--- config.mk ---
export PLATFORM = sky130hd
export DESIGN_NAME = srl_fifo_ctrl
export DESIGN_NICKNAME = d
export VERILOG_FILES = /design/src/rtl/srl_fifo_ctrl.sv
export SDC_FILE = /design/constraint.sdc
export NUM_CORES = 1
export LEC_CHECK = 0
export CORE_MARGIN = 2
export CORE_UTILIZATION = 46
export CTS_BUF_LIST = sky130_fd_sc_hd__clkbuf_4
export CTS_CLUSTER_SIZE = 40
export DETAILED_ROUTE_END_ITERATION = 8
export HOLD_SLACK_MARGIN = 0.15
export MAX_ROUTING_LAYER = met4
export PLACE_DENSITY = 0.85
export SKIP_CTS_REPAIR_TIMING = 1
export SLEW_MARGIN = 20
export SYNTH_ARGS = -nofsm -noshare
export SYNTH_HDL_FRONTEND = slang
export SYNTH_SLANG_ARGS = --single-unit
--- constraint.sdc ---
create_clock -name CLK -period 4.22 [get_ports CLK]
set_clock_uncertainty 0.2 [all_clocks]
set_input_delay 0.844 -clock CLK [delete_from_list [all_inputs] [get_ports CLK]]
set_output_delay 0.844 -clock CLK [all_outputs]
set_load 0.01 [all_outputs]
--- src/rtl/srl_fifo_ctrl.sv ---
// srl_fifo_ctrl
//   Turns an external bank of SRL32-style shift registers into a
//   first-word-fall-through FIFO. The bank has one primitive per data bit,
//   with a shared CE and a shared address. New words shift in at address 0,
//   so the oldest stored word always sits at address cnt-1. The head word
//   is held in an output register, which gives a total capacity of DEPTH+1.
//
// Ports
//   CLK, RST_N           clock; asynchronous active-low reset
//   FLUSH                synchronous clear of all occupancy
//   S_VALID/S_READY      producer handshake, data on S_DATA
//   SRL_CE/SRL_D/SRL_A   shift enable, shift data and read address to the bank
//   SRL_Q                combinational read data from the bank (data[SRL_A])
//   M_VALID/M_READY      consumer handshake, head word on M_DATA
//   COUNT                total occupancy (SRL words + output register)
//   AFULL                registered, COUNT >= AFULL_THR
module srl_fifo_ctrl #(
    parameter int DATA_W    = 8,
    parameter int DEPTH     = 32,
    parameter int ADDR_W    = 5,
    parameter int AFULL_THR = 28
) (
    input  logic              CLK,
    input  logic              RST_N,
    input  logic              FLUSH,
    input  logic              S_VALID,
    output logic              S_READY,
    input  logic [DATA_W-1:0] S_DATA,
    output logic              SRL_CE,
    output logic [DATA_W-1:0] SRL_D,
    output logic [ADDR_W-1:0] SRL_A,
    input  logic [DATA_W-1:0] SRL_Q,
    output logic              M_VALID,
    input  logic              M_READY,
    output logic [DATA_W-1:0] M_DATA,
    output logic [ADDR_W:0]   COUNT,
    output logic              AFULL
);

    localparam int CW = ADDR_W + 1;
    localparam logic [CW-1:0] DEPTH_C = CW'(DEPTH);
    localparam logic [CW-1:0] THR_C   = CW'(AFULL_THR);
    localparam logic [CW-1:0] ONE_C   = CW'(1);

    typedef enum logic [1:0] {
        ST_EMPTY,
        ST_FILL,
        ST_FULL
    } state_t;

    state_t        state;
    state_t        state_next;
    logic [CW-1:0] cnt;
    logic [CW-1:0] cnt_next;
    logic [CW-1:0] count_next;
    logic          rdy_en;
    logic          wr;
    logic          ld;
    logic          m_valid_next;

    function automatic state_t state_of(input logic [CW-1:0] c);
        if (c == '0)
            return ST_EMPTY;
        else if (c == DEPTH_C)
            return ST_FULL;
        else
            return ST_FILL;
    endfunction

    always_comb begin
        S_READY = rdy_en & (state != ST_FULL) & ~FLUSH;
        wr      = S_VALID & S_READY;
        // The head register reloads whenever it is empty or being consumed.
        ld      = (cnt != '0) & (~M_VALID | M_READY) & ~FLUSH;

        if (FLUSH)
            cnt_next = '0;
        else if (wr && !ld)
            cnt_next = cnt + ONE_C;
        else if (!wr && ld)
            cnt_next = cnt - ONE_C;
        else
            cnt_next = cnt;

        if (FLUSH)
            m_valid_next = 1'b0;
        else if (ld)
            m_valid_next = 1'b1;
        else if (M_VALID && M_READY)
            m_valid_next = 1'b0;
        else
            m_valid_next = M_VALID;

        count_next = cnt_next + {{ADDR_W{1'b0}}, m_valid_next};
        state_next = state_of(cnt_next);
    end

    assign SRL_CE = wr;
    assign SRL_D  = S_DATA;
    // The oldest word is at cnt-1. SRL_Q is read before this edge's shift.
    assign SRL_A  = (cnt != '0) ? ADDR_W'(cnt - ONE_C) : '0;
    assign COUNT  = cnt + {{ADDR_W{1'b0}}, M_VALID};

    always_ff @(posedge CLK or negedge RST_N) begin
        if (!RST_N) begin
            rdy_en  <= 1'b0;
            cnt     <= '0;
            state   <= ST_EMPTY;
            M_VALID <= 1'b0;
            M_DATA  <= '0;
            AFULL   <= 1'b0;
        end else begin
            rdy_en  <= 1'b1;
            cnt     <= cnt_next;
            state   <= state_next;
            M_VALID <= m_valid_next;
            if (ld)
                M_DATA <= SRL_Q;
            // AFULL is registered from the next COUNT, so both change on the same edge.
            AFULL   <= (count_next >= THR_C);
        end
    end

endmodule

==> flow_summary_export.csv, run 1 <==
group,metric,value,unit
critical_path,crit_required,4.19,ns
logic_synthesis,async_flop_share,100,%
hold_path,min_path_cells,1,
logic_synthesis,synthMostInstantiatedCell,"dfrtp_1",
die,die_h,60.2,microns
logic_synthesis,synth_top_family_by_area,"simple AND/OR/NAND/NOR gates",
logic_synthesis,postSynthCellCount,141,
grt,grt_first_pass_wirelength,5290,microns
final_layout,drive_above_1_share,16.7,%
critical_path,timing.rr.start,"cnt[1]",
final_layout,finish.utilization,59.5,%
critical_path,critPathSlowestCell,"clkdlybuf4s50_1",
final_layout,fin_nets,196,
placed_design,dp_slack,0.343,ns
power,clockPowerShare,6.4,%
die,coreArea,0.00303,sq mm
critical_path,critical_path_class,"in2reg",
logic_synthesis,syn_area,0.00145,sq mm
placed_design,port_buffers,35,
grt,grt_overflow,0,
clocking,numCtsBuffers,3,
power,peakVddDrop,0.000356,V
power,combinationalPowerShare,68.6,%
final_layout,area_growth,24.1,%
drt,viasPerCell,5.50,
logic_synthesis,syn_area_per_cell,10.3,sq um
timing,fin_setup_tns,0,ns
timing,fin_crit_sh,85.0,%
timing,worst_slew_pin_slew,0.827,ns
logic_synthesis,yosysUniqueCellTypes,48,
critical_path,critPathMaxFanout,5,
grt,met2_usage,39.0,%
placed_design,dp_hpwl,2740,microns
hold_path,min-delay-start,"M_DATA[3]",
grt,grt_pass1_vias,1214,
logic_synthesis,yosys.area_share.adder,5.17,%
logic_synthesis,yosys-top-cells-area,"dfrtp_1 (33%), mux2_2 (8.5%), ha_1 (5.2%)",
drt,postRouteAntennaNets,0,
critical_path,slowest_delay,0.48,ns
drt,drt_iter0_markers,38,
timing,slew_headroom,44.7,%
timing,rsz0062_at_grt,"no",
drt,vias,1167,
logic_synthesis,synth_simple_gate_area_share,19.1,%
timing,setup_ws,0.635,ns
power,finalPower,1.50,mW
placed_design,place_area,0.00177,sq mm
clocking,clk_latency,0.29,ns
grt,antenna_found_initial,0,
grt,use_met1,19.8,%
power,p_switching,635,uW
clocking,path_clk_slew,0.10,ns
timing,fmax,0.279,GHz
logic_synthesis,ys_top_cells_by_count,"dfrtp_1 (19), mux2_2 (11), nor2_1 (11)",
critical_path,path_cells,"clkdlybuf4s50_1 > and2b_2 > nand3_2 > inv_2 > xnor3_1 > nor2b_1 > ha_1 > nand2b_1 > a2111o_1 > o31a_1 > o41ai_1 > o31ai_1",
logic_synthesis,yosys.area.top_type_share,32.8,%
critical_path,timing.critical_path.arrival,3.55,ns
logic_synthesis,synth_area_leader_cell,"dfrtp_1",
drt,routedWlPerCell,16.0,microns
timing,period_needed,3.59,ns
drt,first_pass_iters,4,
power,leakagePower,0.743,nW
clocking,clkSinkCount,19,
logic_synthesis,muxShareOfSynthArea,13.4,%
die,dieArea,0.00362,sq mm
grt,grt_max_degree,20,
timing,maxSlewViolCount,0,
timing,hold_viol_final,0,
drt,drc_errors,0,
logic_synthesis,synth-seq-cells,19,
timing,setup_viol,0,
logic_synthesis,synth_edf_count,0,
critical_path,crit-reg2reg-capture,"AFULL",
critical_path,critPathCaptureType,"flip-flop",
power,swShare,42.4,%
grt,grt-busiest-layer,"met2",
hold_path,hp-class,"reg2reg",
power,internal_power,863,uW
logic_synthesis,synth_compound_area_share,11.9,%
drt,routed_wl,3380,microns
critical_path,r2r_cells,12,
die,pin_count,52,
hold_path,worstHoldEndpoint,"M_DATA[3]",
critical_path,critPathLaunchType,"input pin",
job,max_cap_violations,0,
final_layout,antenna_cells,0,
placed_design,place_congestion,0.938,
logic_synthesis,synth_nets,168,
logic_synthesis,synth_xor_area_share,8.71,%
die,start_util,47.9,%
clocking,cts_tree,"done",
die,rows,20,
clocking,ctsLongestPathBuffers,2,
grt,track_usage,20.1,%
final_layout,fin_area,0.00180,sq mm
clocking,clock-root-buffer,"clkbuf_4",
logic_synthesis,seq_area_frac_synth,32.8,%
power,pwr-share-seq,24.9,%
power,power.density,831,mW/mm^2
grt,met3_usage,3.25,%
logic_synthesis,yosys_warnings,0,
clocking,htree_num_levels,1,
logic_synthesis,synthFlopType,"dfrtp_1",
die,die_x,60.2,microns
outcome,status,"finished clean",
critical_path,rrSetupSlack,0.92,ns
==> per-layer routing <==
metal	up-vias	part of all wire, %
met5	-	0
met4	0	1.4
met3	6	6.6
met2	54	55
met1	562	37
li1	545	-
==> state kept, by name, indices dropped and copies added, names as in the netlist <==
signal   flops
state        2
M_VALID      1
rdy_en       1
M_DATA       8
cnt          6
AFULL        1
==> critical path: cells and delay by family <==
kind	cells	cell delay, ns
buf+inv	2	0.56
fa+ha+maj	1	0.21
simple gates	4	0.73
compound gates	4	0.86
xor+xnor	1	0.35
==> logic make-up after synthesis <==
| kind of cell | after synthesis |
|---|---|
| other | 1 |
| flip-flops | 19 |
| buffers and inverters | 21 |
| multiplexers | 18 |
| AO/OA/AOI/OAI | 17 |
| XOR/XNOR | 12 |
| AND/OR/NAND/NOR | 47 |
| adder cells (fa/ha/maj) | 6 |
==> per-stage QoR <==
step                std cells  hold slack, ns
floorplan                 141           0.348
global placement          208           0.291
detailed placement        208           0.303
CTS                       212           0.329
global route              212           0.343
finish                    212           0.326
==> cell type report <==
type,count,area (sq um)
clock buffers,4,30.0
fillers,271,1230
inverters,7,26.3
multi-input cells,101,850
flip-flops and latches,19,475
well taps,44,55.1
repair buffers,37,365
==> power by group through the flow <==
| stage | sequential [mW] | combinational [mW] | clock [mW] |
|---|---|---|---|
| after floorplan | 0.343 | 0.663 | 0 |
| after global placement | 0.366 | 0.982 | 0 |
| after global routing | 0.385 | 1.10 | 0.107 |
| after CTS | 0.373 | 1.03 | 0.100 |
| after detailed placement | 0.374 | 1.03 | 0 |
| final | 0.373 | 1.03 | 0.0963 |
==> cell usage in the layout, fill, tap and decap left out, drive strengths merged, types with 2 or more instances in the layout <==
master         count
ha                 6
inv                7
nor2              13
nor2b              5
mux2              12
nor4               3
nand3              5
nand2b             6
xnor2              7
clkbuf             4
xor2               4
nor3               4
nand2              2
clkdlybuf4s50     35
nand4              3
dfrtp             19
a31oi              2
buf                2
mux2i              6
o31ai              3
==> worst max path at each step <==
| stage | slack [ns] | start | to | cells after the start |
|---|---|---|---|---|
| after CTS | 0.62 | FLUSH | AFULL | 12 |
| after global routing | 0.49 | FLUSH | AFULL | 12 |
| after global placement | 0.53 | FLUSH | AFULL | 12 |
| final | 0.63 | FLUSH | AFULL | 12 |
| after floorplan | 1.10 | FLUSH | AFULL | 11 |
| after detailed placement | 0.34 | FLUSH | AFULL | 12 |
(Power assumes the default switching activity.)
==> run 2: changes to the inputs <==
- clock period: 4.22 -> 3.6 ns (I/O delays scaled with it)
==> run 2 against run 1 <==
Wire length is 7.2% lower. Register-to-register slack lost 0.52 ns. Core utilization up 0.74 points. Hold slack got worse by 0.0031 ns. Combinational power increased by 16%. Critical path depth unchanged. Global-route usage increased by 0.24 points. First-iteration DRC count unchanged. Critical path type unchanged.
==> flow_summary_export.csv, run 2 (synthesized netlist as in run 1, its figures left out) <==
group,metric,value,unit
critical_path,crit-reg2reg-capture,"AFULL",
die,dieArea,0.00362,sq mm
die,pin_count,52,
final_layout,largest_reg_flops,8,
grt,grt_overflow,0,
power,internal_power,1.01,mW
critical_path,timing.rr.start,"cnt[1]",
die,rows,20,
clocking,cts_tree,"done",
clocking,clk_latency,0.29,ns
final_layout,antenna_cells,0,
critical_path,slowest_delay,0.48,ns
critical_path,worst-path-buf-inv,2,
clocking,clock-root-buffer,"clkbuf_4",
die,die_x,60.2,microns
die,coreArea,0.00303,sq mm
timing,setup_viol,0,
critical_path,timing.critical_path.arrival,3.33,ns
grt,grt_max_degree,20,
final_layout,top_regs,"M_DATA (8), cnt (6), state (2)",
outcome,status,"finished clean",
timing,rsz0062_at_grt,"no",
timing,maxSlewViolCount,0,
power,swShare,41.7,%
final_layout,fin_nets,199,
final_layout,layout_commonest_cell,"clkdlybuf4s50_1",
power,combinationalPowerShare,68.6,%
placed_design,port_buffers,35,
placed_design,dp_hpwl,2550,microns
clocking,path_clk_slew,0.10,ns
final_layout,instances_no_fill,215,
timing,fmax,0.298,GHz
hold_path,worstHoldEndpoint,"M_DATA[0]",
job,max_cap_violations,0,
drt,drc_errors,0,
critical_path,crit_required,3.57,ns
critical_path,critPathCaptureType,"flip-flop",
clocking,htree_num_levels,1,
grt,grt_first_pass_wirelength,5430,microns
critical_path,rrSetupSlack,0.40,ns
grt,grt_pass1_vias,1224,
drt,routed_wl,3140,microns
critical_path,r2r_cells,12,
die,die_h,60.2,microns
hold_path,min-delay-start,"M_DATA[0]",
power,peakVddDrop,0.000533,V
drt,routedWlPerCell,14.6,microns
critical_path,critPathSlowestCell,"clkdlybuf4s50_1",
final_layout,drive_above_1_share,18.1,%
power,pwr-share-seq,25.0,%
placed_design,place_area,0.00179,sq mm
grt,track_usage,20.3,%
timing,hold_viol_final,0,
final_layout,largest_register,"M_DATA",
clocking,ctsLongestPathBuffers,2,
drt,drt_iter0_markers,38,
critical_path,critPathMaxFanout,5,
critical_path,cp_top_family,"compound AO/OA/AOI/OAI gates",
drt,viasPerCell,5.45,
drt,postRouteAntennaNets,0,
timing,fin_setup_tns,0,ns
power,clockPowerShare,6.5,%
timing,slew_headroom,44.4,%
final_layout,area_growth,25.7,%
timing,period_needed,3.36,ns
power,leakagePower,0.756,nW
clocking,clkSinkCount,19,
grt,antenna_found_initial,0,
timing,fin_crit_sh,93.3,%
final_layout,layout_common_cells,"clkdlybuf4s50_1 (35), dfrtp_1 (19), nor2_1 (11), mux2_2 (11)",
critical_path,critical_path_class,"in2reg",
critical_path,critPathLaunchType,"input pin",
timing,worst_slew_pin_slew,0.831,ns
hold_path,hp-class,"reg2reg",
final_layout,fin_area,0.00182,sq mm
power,power.density,953,mW/mm^2
placed_design,place_inst,211,
power,p_switching,726,uW
drt,first_pass_iters,4,
drt,vias,1171,
critical_path,path_cells,"clkdlybuf4s50_1 > and2b_2 > nand3_2 > inv_2 > xnor3_1 > nor2b_1 > ha_1 > nand2b_1 > a2111o_1 > o31a_1 > o41ai_1 > o31ai_1",
hold_path,min_path_cells,1,
final_layout,fillers,284,
clocking,numCtsBuffers,3,
die,start_util,47.9,%
placed_design,place_congestion,0.914,
-- run 2: cell count changes in the layout (fill, tap and decap cells not counted), sizes merged --
cell	before	now
buf	2	5
-- run 2: worst max path at each step --
stage | startpoint | endpoint | slack, ns | depth (start not counted)
after floorplan | cnt[1] | AFULL | 0.55 | 12
after global placement | FLUSH | AFULL | 0.11 | 12
after detailed placement | FLUSH | AFULL | -0.06 | 12
after CTS | FLUSH | AFULL | 0.26 | 12
after global routing | FLUSH | AFULL | 0.07 | 12
final | FLUSH | AFULL | 0.24 | 12
-- run 2: final cells by class --
class / count / area [sq um] / area share (%)
multi-input combinational: 101 / 850 / 46.6
sequential: 19 / 475 / 26.1
timing repair buffer: 40 / 388 / 21.3
tap: 44 / 55.1 / 3.02
clock buffer: 4 / 30.0 / 1.65
inverter: 7 / 26.3 / 1.44
-- run 2: per-stage QoR --
stage / utilization, % / hold WS, ns / power [mW] / worst slack (ns)
6_report: 60.2 / 0.323 / 1.74 / 0.239
5_1_grt: 60.2 / 0.348 / 1.87 / 0.0691
4_1_cts: 60.2 / 0.325 / 1.75 / 0.259
3_5_place_dp: 59.3 / 0.300 / 1.63 / -0.0561
3_3_place_gp: 59.3 / 0.291 / 1.58 / 0.106
2_1_floorplan: - / 0.224 / 1.18 / 0.548
-- run 2: power groups by stage --
stage | Clock, mW | Combinational [mW] | Sequential [mW]
3_5_place_dp | 0 | 1.20 | 0.436
4_1_cts | 0.118 | 1.20 | 0.432
6_report | 0.113 | 1.19 | 0.434
2_1_floorplan | 0 | 0.777 | 0.402
3_3_place_gp | 0 | 1.15 | 0.428
5_1_grt | 0.125 | 1.30 | 0.449
-- run 2: layer usage --
metal | share of wire, % | global-route usage, %
met2 | 51 | 35.1
met4 | 2.1 | 7.30
met1 | 41 | 23.8
met5 | 0 | -
met3 | 5.9 | 3.03
